`src/rtl/counter_pkg.sv`:
```
// Shared counter package: wrap/saturate mode constants, a bound clamp helper,
// and the COUNTER_PARAM_CHECK elaboration guard used across the counter family.
`ifndef COUNTER_PKG_SV
`define COUNTER_PKG_SV

// Expands to a named generate block that raises an elaboration error when cond is false.
`define COUNTER_PARAM_CHECK(cond, label) \
  if (!(cond)) begin : label \
    $error("counter parameter check failed"); \
  end

package counter_pkg;
  localparam int MODE_WRAP = 0;
  localparam int MODE_SAT  = 1;

  function automatic int clamp(input int v, input int lo, input int hi);
    if (v > hi) return hi;
    if (v < lo) return lo;
    return v;
  endfunction
endpackage

`endif

```
`src/rtl/updown_mod_counter_edge_pend.sv`:
```
// Rising-edge detector with a pending flag; the flag survives until an enable
// cycle consumes it, so one button press yields exactly one step.
module edge_pend (
  input  logic clk,
  input  logic rst,
  input  logic i_req,
  input  logic i_consume,
  input  logic i_clear,
  output logic o_pend
);
  logic r_prev;
  logic r_pend;
  logic w_edge;

  assign w_edge = i_req & ~r_prev;

  always_ff @(posedge clk) begin
    if (rst) begin
      r_prev <= 1'b0;
      r_pend <= 1'b0;
    end else begin
      r_prev <= i_req;
      // A fresh edge in the consuming cycle re-arms the flag.
      if (i_clear) r_pend <= 1'b0;
      else         r_pend <= w_edge | (r_pend & ~i_consume);
    end
  end

  assign o_pend = r_pend;
endmodule

```
`src/rtl/updown_mod_counter.sv`:
```
// Up/down modulo counter with programmable bounds, wrap/saturate, clamped load
// and registered carry/borrow pulses. Define UPDN_EDGE_STEP_EN for edge-pressed steps.
module updown_mod_counter
  import counter_pkg::*;
#(
  parameter int WIDTH    = 4,
  parameter int MIN      = 0,
  parameter int MAX      = 10,
  parameter int RST_VAL  = 0,
  parameter int SATURATE = MODE_WRAP
) (
  input  logic             clk,
  input  logic             rst,
  input  logic             EN,
  input  logic             up,
  input  logic             down,
  input  logic             load,
  input  logic [WIDTH-1:0] load_val,
  output logic [WIDTH-1:0] out,
  output logic             carry,
  output logic             borrow,
  output logic             at_min,
  output logic             at_max
);
  `COUNTER_PARAM_CHECK(WIDTH >= 1 && WIDTH <= 30, g_chk_width)
  `COUNTER_PARAM_CHECK(MIN >= 0 && MIN < MAX, g_chk_order)
  `COUNTER_PARAM_CHECK(MAX <= (1 << WIDTH) - 1, g_chk_fit)
  `COUNTER_PARAM_CHECK(RST_VAL >= MIN && RST_VAL <= MAX, g_chk_rst)
  `COUNTER_PARAM_CHECK(SATURATE == MODE_WRAP || SATURATE == MODE_SAT, g_chk_mode)

  // One extra bit so MAX = 2**WIDTH-1 cannot overflow silently.
  localparam logic [WIDTH:0] L_MIN = (WIDTH+1)'(MIN);
  localparam logic [WIDTH:0] L_MAX = (WIDTH+1)'(MAX);
  localparam logic [WIDTH:0] L_ONE = (WIDTH+1)'(1);

  logic [WIDTH-1:0] r_out;
  logic             r_carry;
  logic             r_borrow;
  logic             w_step_up;
  logic             w_step_dn;
  logic [WIDTH:0]   w_cur;
  logic [WIDTH:0]   w_nxt;
  logic             w_carry_nxt;
  logic             w_borrow_nxt;
  logic [WIDTH-1:0] w_load;
  logic             w_unused_msb;

`ifdef UPDN_EDGE_STEP_EN
  logic w_pend_up;
  logic w_pend_dn;

  edge_pend u_pend_up (
    .clk       (clk),
    .rst       (rst),
    .i_req     (up),
    .i_consume (EN),
    .i_clear   (load),
    .o_pend    (w_pend_up)
  );

  edge_pend u_pend_dn (
    .clk       (clk),
    .rst       (rst),
    .i_req     (down),
    .i_consume (EN),
    .i_clear   (load),
    .o_pend    (w_pend_dn)
  );

  assign w_step_up = EN & w_pend_up & ~w_pend_dn;
  assign w_step_dn = EN & w_pend_dn & ~w_pend_up;
`else
  assign w_step_up = EN & up & ~down;
  assign w_step_dn = EN & down & ~up;
`endif

  assign w_cur  = {1'b0, r_out};
  assign w_load = WIDTH'(clamp(int'(load_val), MIN, MAX));

  always_comb begin
    w_nxt        = w_cur;
    w_carry_nxt  = 1'b0;
    w_borrow_nxt = 1'b0;
    if (w_step_up) begin
      if (w_cur < L_MAX) begin
        w_nxt = w_cur + L_ONE;
      end else if (SATURATE == MODE_WRAP) begin
        w_nxt       = L_MIN;
        w_carry_nxt = 1'b1;
      end
    end else if (w_step_dn) begin
      if (w_cur > L_MIN) begin
        w_nxt = w_cur - L_ONE;
      end else if (SATURATE == MODE_WRAP) begin
        w_nxt        = L_MAX;
        w_borrow_nxt = 1'b1;
      end
    end
  end

  // The top bit stays zero because w_nxt is always within [MIN, MAX].
  assign w_unused_msb = w_nxt[WIDTH];

  always_ff @(posedge clk) begin
    if (rst) begin
      r_out    <= WIDTH'(RST_VAL);
      r_carry  <= 1'b0;
      r_borrow <= 1'b0;
    end else if (load) begin
      r_out    <= w_load;
      r_carry  <= 1'b0;
      r_borrow <= 1'b0;
    end else begin
      r_out    <= w_nxt[WIDTH-1:0];
      r_carry  <= w_carry_nxt;
      r_borrow <= w_borrow_nxt;
    end
  end

  assign out    = r_out;
  assign carry  = r_carry;
  assign borrow = r_borrow;
  assign at_min = (w_cur == L_MIN);
  assign at_max = (w_cur == L_MAX);
endmodule

```
`config.mk`:
```
export PLATFORM = sky130hd
export DESIGN_NAME = updown_mod_counter
export DESIGN_NICKNAME = d
export VERILOG_FILES = /design/src/rtl/counter_pkg.sv /design/src/rtl/updown_mod_counter_edge_pend.sv /design/src/rtl/updown_mod_counter.sv
export SDC_FILE = /design/constraint.sdc
export NUM_CORES = 1
export LEC_CHECK = 0
export ABC_CLOCK_PERIOD_IN_PS = 1600
export CORE_MARGIN = 4
export CORE_UTILIZATION = 38
export CTS_CLUSTER_SIZE = 16
export DETAILED_ROUTE_END_ITERATION = 16
export PLACE_DENSITY_LB_ADDON = 0.08
export SLEW_MARGIN = 20
export SYNTH_ARGS = -nofsm -noshare
export SYNTH_HDL_FRONTEND = slang
export SYNTH_SLANG_ARGS = --single-unit
export TNS_END_PERCENT = 10
```
`constraint.sdc`:
```
create_clock -name clk -period 1.6 [get_ports clk]
set_input_delay 0.32 -clock clk [delete_from_list [all_inputs] [get_ports clk]]
set_output_delay 0.32 -clock clk [all_outputs]
set_load 0.01 [all_outputs]
```
Word level (Yosys, flattened, before mapping)
Index checks and enable logic that the tools add are counted.
{ "totals": {"out_inout_bits": 8, "ff_bits": 6, "elab_cells": 31, "input_bits": 10} }
{ "op_classes": {"eq_ne": 1, "muxes": 10, "n_reduce_logical": 4, "bitwise_logic": 8, "n_lt_le_gt_ge": 3, "add_sub_neg": 2} }
{ "ops": {"columns": ["op", "n"], "rows": [
  ["4-bit 2-to-1 mux", 7],
  ["5-bit zero test", 1],
  ["4-bit by 1-bit adder with 4-bit output, second input constant", 1],
  ["1-bit AND", 4],
  ["4-bit == test, second input constant", 1],
  ["4-bit by 1-bit greater-than comparator with 1-bit output, second input constant", 1],
  ["4-bit greater-than comparator, second input constant", 1],
  ["4-bit less-than comparator, second input constant", 1],
  ["1-bit NOT", 4],
  ["4-bit OR reduction", 1],
  ["4-bit by 1-bit subtractor with 4-bit output, second input constant", 1],
  ["1-bit 2-to-1 mux", 3],
  ["3-bit nonzero test", 1],
  ["3-bit OR reduction", 1]
]} }

Longest topological paths before layout
{ "logic_depth": {"ltp_word": 5, "ltp_mapped": 6, "depth_no_buf": 6} }

Least setup slack after synthesis
Ideal clock, no wire load.
{ "synth_path": {"path_kind": "register to register", "start": "reg r_out[1], in the netlist out[1]", "end": "reg r_out[0], in the netlist out[0]", "required_ps": 1514, "path_stages_with_launch": 6, "arrival_time_ps": 1573, "slack_ps": -59, "setup_ps": 86, "path_cell_list": "dfxtp_1 inv_1 ha_1 nor3b_1 a2111o_1 a221oi_2"} }
{ "synth_via": {"elab_chain_len": 5} }
{ "synth_lines": {"columns": ["item", "line", "source"], "rows": [
  ["start: declaration", "updown_mod_counter.sv:36", "logic [WIDTH-1:0] r_out;"],
  ["start signal: assignment", "updown_mod_counter.sv:106", "r_out <= WIDTH'(RST_VAL);"],
  ["start signal: assignment", "updown_mod_counter.sv:110", "r_out <= w_load;"],
  ["start signal: assignment", "updown_mod_counter.sv:114", "r_out <= w_nxt[WIDTH-1:0];"],
  ["4-bit by 1-bit greater-than comparator with 1-bit output", "updown_mod_counter.sv:92", "if (w_cur > L_MIN) begin"],
  ["4-bit 2-to-1 mux", "updown_mod_counter.sv:92", null],
  ["4-bit 2-to-1 mux", "updown_mod_counter.sv:91", "end else if (w_step_dn) begin"],
  ["4-bit 2-to-1 mux (*)", "updown_mod_counter.sv:84", "if (w_step_up) begin"],
  ["4-bit 2-to-1 mux (*)", "updown_mod_counter.sv:109", "end else if (load) begin"]
]} }
Mark *: on every way between the ends. The rest lies on a longest branch, timed or not. The select of a mux whose other input is x is not followed.
A chain may end at the register's enable or synchronous reset.

Worst setup path after layout
{ "layout_path": {"start": "in up", "end": "reg r_out[0], in the netlist out[0]"} }
{ "layout_via": {"elab_chain_len": 4} }
{ "layout_lines": {"columns": ["item", "line", "source"], "rows": [
  ["start: declaration", "updown_mod_counter.sv:15", "input logic up,"],
  ["1-bit AND (2 in a row)", "updown_mod_counter.sv:73", "assign w_step_up = EN & up & ~down;"],
  ["4-bit 2-to-1 mux", "updown_mod_counter.sv:84", null],
  ["4-bit 2-to-1 mux", "updown_mod_counter.sv:109", null]
]} }
Several ways; a longest one is shown, not always the timed one.

==> out/qor.yml <==
status:
  status: "finished clean"
place:
  placed_cell_area_um2: 790.8
  post-place-ws_ns: -0.2259
  gp_congestion: 0.9035
  hpwl_um: 1086
  port_buffers: 17
cts:
  ctsHtreeMaxLevel: 1
  clockBufferDepth: 2
  clkTransAtPathRegs_ns: 0.04
  clock_sinks: 6
  cts_tree: "done"
  cts_hold_buffers: 0
  root_buffer: "clkbuf_4"
  cts_made_buffers: 3
  clk_latency_ns: 0.24
power_and_ir_drop:
  p_sw_mw: 0.1837
  vdd_drop_max_mv: 0.3816
  clkPwrFrac_pct: 23.8
  p_per_area_nw_per_um2: 698.6
  power_leakage_nw: 0.3827
  p_seq_share_pct: 30.0
  switching_share_pct: 32.04
  p_total_mw: 0.5734
  combPwrFrac_pct: 46.2
  intPower_mw: 0.3897
timing:
  drv_slew: 0
  period_needed_ns: 1.560
  fin_crit_sh_pct: 97.48
  skew_ns: 0.001946
  timing.fmax_mhz: 641.2
  setup_viol: 0
  rsz0062_at_grt: "yes"
  worst_slack_ns: 0.04038
  maxSlewHeadroom_pct: 78.74
  finalHoldViolCount: 0
  worst-slew-pin-transition_ns: 0.3150
die:
  start_util_pct: 40.31
  coreArea_um2: 1285
  fp.dieH_um: 44.92
  io_pins: 18
  die_width_um: 44.92
  dieArea_um2: 2018
  rows: 13
setup_path:
  crit_path_max_incr_delay_ns: 0.58
  reg2reg_slack_ns: 0.04
  r2r_start: "out[2]"
  rr_endpoint: "out[0]"
  reg2reg_depth: 6
  critPathLaunch: "up"
  path_max_fanout: 6
  worstPathCellList: "clkdlybuf4s50_1 -> nand3b_4 -> a2111o_1 -> a221oi_2"
  worstSetupPathType: "in -> reg"
  endpoint_kind: "register"
  cp.required_ns: 1.76
  start_kind: "primary input"
  crit_arrival_ns: 1.71
  slowest_stage: "clkdlybuf4s50_1"
yosys:
  yosys-top-cells-area: "dfxtp_1, ha_1, a21oi_1"
  synth.cell_area_um2: 518.0
  synth.avg_cell_area_um2: 8.222
  synthCells: 63
  ys.flop_type: "dfxtp_1"
  yosys_warnings: 0
  syn_nets: 76
  synth_cell_types: 35
  yosys_register_bits: 6
  synth-edff-count: 0
  async_reset_ff_share_pct: 0
  ys_top_cells_by_count: "dfxtp_1, nor2_1, a21oi_1"
  synth_area_leader_cell: "dfxtp_1"
  synth_top_area_share_pct: 23.19
  synth-seq-area-share_pct: 23.19
layout:
  post-route-cell-area_um2: 820.8
  nNetsFinal: 108
  synthToLayoutAreaGrowth_pct: 58.45
  antenna_cells: 0
  drive_gt1_share_pct: 29.03
worst_hold_path:
  hold_end: "borrow"
  min_from: "down"
  worst_hold_path_type: "in -> reg"
  whs_path_depth: 3
detailed_routing:
  routed_wl_um: 1409
  via_per_inst: 5.333
  drtIter0Drc: 15
  routedWlPerCell_um: 13.05
  via_count: 576
  drcViolationCount: 0
  drtPass1Iterations: 4
  final_antenna_net_count: 0
grt:
  grt_usage_pct: 15.80
  first_global_vias: 582
  antenna_found_initial: 0
  grt_max_degree: 11
  overflow: 0
  grt_pass1_wl_um: 2380
job:
  maxCapViolCount: 0
[cell usage in the layout (no fill, tap or decap), types with 3 or more instances in the layout]
master and instances:
a21oi_1 5, buf_4 14, clkbuf_4 3, clkdlybuf4s50_1 11
dfxtp_1 3, dfxtp_2 3, inv_1 4, nor2_1 6
o21ai_0 4
[kinds of logic after synthesis]
kind of cell | after synthesis | synth area share (%)
muxes | 2 | 3.865
adders and majority gates | 3 | 7.247
and+or+nand+nor | 18 | 21.02
xor gates and xnor gates | 2 | 3.382
buffers and inverters | 8 | 7.485
AOI/OAI and AO/OA | 24 | 33.82
DFF | 6 | 23.19
[metrics by stage]
stage,util (%),cells,hold WS [ns],setup TNS (ns)
after floorplan,-,63,0.3924,0
after global placement,61.54,105,0.5703,-0.8219
after detailed placement,61.54,105,0.5832,-0.8827
after CTS,63.49,108,0.5910,-0.08592
after global routing,63.88,108,0.4392,-0.01567
final,63.88,108,0.4205,0
[flip-flops by register name, summed over array words and instances, names as in the netlist]
register  flops
carry         1
borrow        1
out           4
[metal layers]
| metal | up-vias | routed length, µm | global-route usage [%] | part of all wire, % |
|---|---|---|---|---|
| met4 | 0 | 12 | 10.53 | 0.85 |
| met5 | - | 0 | 0 | 0 |
| li1 | 299 | - | - | - |
| met3 | 2 | 74 | 1.195 | 5.3 |
| met1 | 255 | 629 | 18.71 | 45 |
| met2 | 20 | 693 | 26.84 | 49 |
[cell type report]
type / count / area, µm²
Clock buffer: 3 / 22.52
Fill cell: 124 / 464.2
Inverter: 4 / 15.01
Multi-Input combinational cell: 49 / 372.9
Sequential cell: 6 / 123.9
Tap cell: 15 / 18.77
Timing Repair Buffer: 31 / 267.8
[how the worst max path moves through the flow]
| stage | to | slack [ns] | cells after the start |
|---|---|---|---|
| final | out[0] | 0.04 | 4 |
| after detailed placement | out[0] | -0.23 | 5 |
| after global placement | out[3] | -0.21 | 5 |
| after CTS | at_min | -0.05 | 4 |
| after global routing | out[0] | -0.02 | 6 |
| after floorplan | out[0] | 0.06 | 5 |
[power groups by stage]
stage          clock (mW)  sequential [mW]  combinational [mW]
2_1_floorplan           0            0.185               0.122
3_3_place_gp            0            0.171               0.263
3_5_place_dp            0            0.171               0.262
5_1_grt             0.148            0.174               0.290
4_1_cts             0.139            0.170               0.262
6_report            0.137            0.172               0.265
[worst max-delay path: cells and delay by family]
family                 cells  cell delay (ns)
AOI/OAI and AO/OA          2             0.68
and+or+nand+nor            1             0.13
buffers and inverters      1             0.58
[repair_timing]
| action | CTS | global route |
|---|---|---|
| endpoints found under the setup margin | 4 | 5 |
| resized for setup | 7 | 8 |
| hold endpoints to repair | 0 | 0 |
| gates cloned | 0 | 0 |
| pin swaps | 0 | 1 |
| buffers inserted | 0 | 0 |
Note: power is estimated with default switching activity, not from simulation.
